## config.mk

```make
export PLATFORM = sky130hd
export DESIGN_NAME = c1_serial_addsub
export DESIGN_NICKNAME = d
export VERILOG_FILES = /design/src/rtl/c1_serial_addsub.sv
export SDC_FILE = /design/constraint.sdc
export NUM_CORES = 1
export LEC_CHECK = 0
export ABC_AREA = 1
export BUFFER_PORTS_ARGS = -buffer_cell sky130_fd_sc_hd__buf_2
export CORE_AREA = 5 5 69 71
export DETAILED_ROUTE_END_ITERATION = 7
export DIE_AREA = 0 0 74 76
export PLACE_DENSITY = 0.75
export SLEW_MARGIN = 20
export SYNTH_ARGS = -nofsm -noshare
export SYNTH_HDL_FRONTEND = slang
export SYNTH_SLANG_ARGS = --single-unit
```

## constraint.sdc

```tcl
create_clock -name clk -period 3.6 [get_ports clk]
set_clock_uncertainty 0.05 [all_clocks]
set_input_delay 0.54 -clock clk [delete_from_list [all_inputs] [get_ports clk]]
set_output_delay 0.54 -clock clk [all_outputs]
set_load 0.05 [all_outputs]
```

## src/rtl/c1_serial_addsub.sv

```systemverilog
// Digit-serial one's-complement adder/subtractor with end-around carry.
// Pass 1 adds A+B+carry_in DIGIT bits per clock, LSB digit first; if it
// carries out of the MSB, pass 2 re-walks the result adding the carry back in.
module c1_serial_addsub #(
  parameter int unsigned WIDTH = 8,
  parameter int unsigned DIGIT = 2
) (
  input  logic             clk,
  input  logic             rst,
  input  logic             start,
  input  logic             sub,
  input  logic [WIDTH-1:0] a,
  input  logic [WIDTH-1:0] b,
  input  logic             carry_in,
  output logic             busy,
  output logic             done,
  output logic [WIDTH-1:0] sum,
  output logic             eac,
  output logic             ovf,
  output logic             zero
);

  localparam int unsigned ND = WIDTH / DIGIT;
  localparam int unsigned CW = (ND > 1) ? $clog2(ND) : 1;
  localparam logic [CW-1:0] LAST = CW'(ND - 1);

  typedef enum logic [1:0] {
    S_IDLE,
    S_ADD,
    S_EAC,
    S_FIN
  } state_t;

  state_t           state_q, state_d;
  logic [WIDTH-1:0] a_q, a_d;
  logic [WIDTH-1:0] b_q, b_d;
  logic [WIDTH-1:0] res_q, res_d;
  logic [CW-1:0]    cnt_q, cnt_d;
  logic             c_q, c_d;
  logic             eac_q, eac_d;

  logic [DIGIT-1:0]       opa, opb, dsum;
  logic                   dcarry;
  logic                   cy;
  logic [WIDTH+DIGIT-1:0] shift_cat;
  logic [WIDTH-1:0]       res_shift;
  logic                   ovf_c, zero_c;

  // Select the current operand digits; the EAC pass adds the carry to the pass-1 result
  always_comb begin
    opa = '0;
    opb = '0;
    for (int unsigned i = 0; i < ND; i++) begin
      if (cnt_q == CW'(i)) begin
        opa = a_q[i*DIGIT +: DIGIT];
        opb = b_q[i*DIGIT +: DIGIT];
      end
    end
    if (state_q == S_EAC) begin
      opa = res_q[DIGIT-1:0];
      opb = '0;
    end
  end

  // DIGIT-wide ripple full-adder chain seeded by the carry flop
  always_comb begin
    dsum = '0;
    cy   = c_q;
    for (int unsigned i = 0; i < DIGIT; i++) begin
      dsum[i] = opa[i] ^ opb[i] ^ cy;
      cy      = (opa[i] & opb[i]) | (cy & (opa[i] ^ opb[i]));
    end
    dcarry = cy;
  end

  // New digit enters the result register at the MSB end; after ND shifts it is in place
  always_comb begin
    shift_cat = {dsum, res_q};
    res_shift = shift_cat[WIDTH+DIGIT-1:DIGIT];
  end

  // Next-state and datapath next values
  always_comb begin
    state_d = state_q;
    a_d     = a_q;
    b_d     = b_q;
    res_d   = res_q;
    cnt_d   = cnt_q;
    c_d     = c_q;
    eac_d   = eac_q;
    unique case (state_q)
      S_IDLE: begin
        if (start) begin
          a_d     = a;
          b_d     = sub ? ~b : b;
          c_d     = carry_in;
          cnt_d   = '0;
          eac_d   = 1'b0;
          state_d = S_ADD;
        end
      end
      S_ADD: begin
        res_d = res_shift;
        c_d   = dcarry;
        cnt_d = cnt_q + CW'(1);
        if (cnt_q == LAST) begin
          cnt_d = '0;
          if (dcarry) begin
            eac_d   = 1'b1;
            c_d     = 1'b1;
            state_d = S_EAC;
          end else begin
            state_d = S_FIN;
          end
        end
      end
      S_EAC: begin
        res_d = res_shift;
        c_d   = dcarry;
        cnt_d = cnt_q + CW'(1);
        if (cnt_q == LAST) begin
          cnt_d   = '0;
          state_d = S_FIN;
        end
      end
      S_FIN: begin
        state_d = S_IDLE;
      end
      default: begin
        state_d = S_IDLE;
      end
    endcase
  end

  // Flags computed on the value about to be published
  always_comb begin
    ovf_c  = (a_q[WIDTH-1] == b_q[WIDTH-1]) && (res_d[WIDTH-1] != a_q[WIDTH-1]);
    zero_c = (res_d == '0) || (res_d == '1);
  end

  // State register
  always_ff @(posedge clk) begin
    if (rst) state_q <= S_IDLE;
    else     state_q <= state_d;
  end

  // Operand, result, counter and carry registers
  always_ff @(posedge clk) begin
    if (rst) begin
      a_q   <= '0;
      b_q   <= '0;
      res_q <= '0;
      cnt_q <= '0;
      c_q   <= 1'b0;
      eac_q <= 1'b0;
    end else begin
      a_q   <= a_d;
      b_q   <= b_d;
      res_q <= res_d;
      cnt_q <= cnt_d;
      c_q   <= c_d;
      eac_q <= eac_d;
    end
  end

  // Registered status and result; result/flags only change on entry to FIN
  always_ff @(posedge clk) begin
    if (rst) begin
      busy <= 1'b0;
      done <= 1'b0;
      sum  <= '0;
      eac  <= 1'b0;
      ovf  <= 1'b0;
      zero <= 1'b0;
    end else begin
      busy <= (state_d == S_ADD) || (state_d == S_EAC);
      done <= (state_d == S_FIN);
      if (state_d == S_FIN) begin
        sum  <= res_d;
        eac  <= eac_d;
        ovf  <= ovf_c;
        zero <= zero_c;
      end
    end
  end

endmodule

```

==> metrics <==
Pins Over Slew Limit=0; CP top delay family=adder cells; GP Congestion=0.841; # fillers=423; Placed Area=0.00229 mm²; Hold Fails Final Rpt=0; Commonest cells post-synth=nand2_1 (62), dfxtp_1 (43), nor2_1 (39); drt wl/cell=11.9 µm; register area share after synthesis=0.404; peak supply drop=0.753 mV; Synth Warn #=0; Hold Path End=a_q[2]; Clk pin slew, worst setup/hold paths=80 ps; DR vias/cell=4.95; Max Fclk=307 MHz; CP max FO=22; CP Class=flop to flop; crit end category=flop; syn_nets=327; syn avg cell area=7.22 µm²; IO buf count=33; worst hold start=a[2]; crit-path cells=inv_1 > ha_1 > inv_2 > nand3_1 > nand2_1 > o21ai_0 > o21ai_1 > o21ai_0 > fa_1 > fa_1 > or2_1 > nand2_1 > nand3_1 > nand2_1 > inv_1 > ha_4 > o21ai_0 > a21oi_1; Lkg Pwr=1.13 nW; Detail Placement HPWL=3.28 mm; initial antenna violation count=0; largest net degree at the start of global routing=30; crit path launch type=flop; Vias=1857; register area=861 µm²; minimum clock period=3260 ps; Worst R2R Path Depth=18; proportion of layout cells with a drive suffix above 1=0.170; Synth Instances=295; # DRC=0; top cell type's share of synthesized area=0.404; Max stage delay on crit path=430 ps; Initial DRC Count=104; #FFs+latches synth=43; status=finished, final reports clean; num rows=24; CTS tree=done; clk buf depth=2; worst skew pair latency=300 ps; die area=0.00562 mm²; TritonCTS Sinks=43; Nets=354; Die H=76 µm; TNS Setup=0 ps; number of global-route vias before repair=1640; post-synth cell types=27; fin area=0.00238 mm²; Synth area leader=dfxtp_1; Slew @ Worst Pin=726 ps; area occupied by multi-input gates=0.00107 mm²; PD cells=1090 mW/mm²; H-tree Lvls=2; all-layer global routing usage=0.169; worst endpoint required time=3730 ps; GRT Residual Overflow=0; # Max-Cap Violations=0; Setup Buffers After CTS=0; # IOs=34; CTS Hold Bufs=0; Crit path arrival time=3390 ps; count leader, synth=nand2_1; first-pass GRT wire length=7.45 mm; worst rel slew slack=0.516; RSZ-0062 raised after global routing=no; slowest library cell on the worst path=fa_1; Async SR Flop Fraction=0; r2r startpoint=cnt_q[1]; Starting Density=0.510; FF-to-FF End=sum[6]; final setup vio count=0; worst min path class=input pin to flop; reg2reg setup slack=340 ps; total routed wirelength=4.46 mm; Die Wd=74 µm; DRT antenna net count=0; First-pass DRT Iterations=4; TritonCTS buffer count=5; Final Cycle Share=0.905; root buffer cell=clkbuf_8; mapped cell area=0.00213 mm²; cts repair resizes=0; Core Area=0.00417 mm²; ant diodes=0; largest cells by area after synthesis=dfxtp_1 (40%), nand2_1 (11%), nor2_1 (6.9%), a21oi_1 (5.6%), ha_1 (5.3%); Area Growth Syn to Fin=12.0%; Most used DFF post-synth=dfxtp_1; Hold Crit Depth=3; CP Buf/Inv Count=3; Post-synth EDFFs=0
## power breakdown
part	switching, mW	internal (mW)
combinational	1.05	0.480
clock	0.166	0.136
sequential	0.106	0.654
total	1.32	1.27
## cells in the final DEF (no fill, tap or decap), drive strengths merged, types with 2 or more instances in the layout
cell type,instances
a21oi,25
buf,33
clkbuf,6
dfxtp,43
fa,2
ha,9
inv,38
nand2,63
nand3,7
nor2,39
o211ai,9
o21ai,33
xnor2,8
## metal layers
layer	track usage	wire, µm
met1	0.245	2220
met2	0.242	1950
met3	0.0488	235
met4	0.0489	63
met5	0	0
## logic make-up after synthesis
kind of cell,Yosys count,synth area share
AOI/OAI and AO/OA,71,0.187
xor gates and xnor gates,8,0.0329
buffers and inverters,51,0.101
adders and majority gates,11,0.0717
and+or+nand+nor,111,0.203
DFF,43,0.404
## stage by stage
step	hold slack, ps	setup WS [ps]	total power, mW	cells	utilization
global route	444	28.3	2.84	375	0.571
finish	429	343	2.59	375	0.571
CTS	427	99.5	2.58	375	0.568
floorplan	400	460	2.02	295	-
detailed placement	417	135	2.27	367	0.548
global placement	410	245	2.25	367	0.548
## worst max path at each step
stage / start / end / slack, ps / cells past startpoint
global placement: cnt_q[0] / sum[6] / 240 / 16
floorplan: cnt_q[1] / sum[5] / 460 / 19
finish: cnt_q[1] / sum[6] / 340 / 18
CTS: cnt_q[1] / sum[6] / 100 / 18
global route: cnt_q[1] / sum[6] / 30 / 18
detailed placement: cnt_q[1] / sum[6] / 140 / 18
## state kept, by name, indices dropped and copies added (netlist names), 2 cells and up
name / count
b_q: 8
cnt_q: 2
res_q: 8
state_q: 2
sum: 8
a_q: 8
## cell type report
cell class,instances,share of cell area
Multi-Input combinational cell,201,0.447
Sequential cell,43,0.361
Timing Repair Buffer,33,0.0693
Inverter,38,0.0598
Clock buffer,6,0.0304
Tap cell,52,0.0273
Clock inverter,2,0.00525
## worst reg2reg max path, delay by kind of cell, from the launching register on
kind                       cells  cell delay (ps)
adders and majority gates      4             1300
and+or+nand+nor                6              600
AOI/OAI and AO/OA              5              590
DFF                            1              360
buffers and inverters          3              260
No activity file was read; power rests on OpenSTA's default activity.
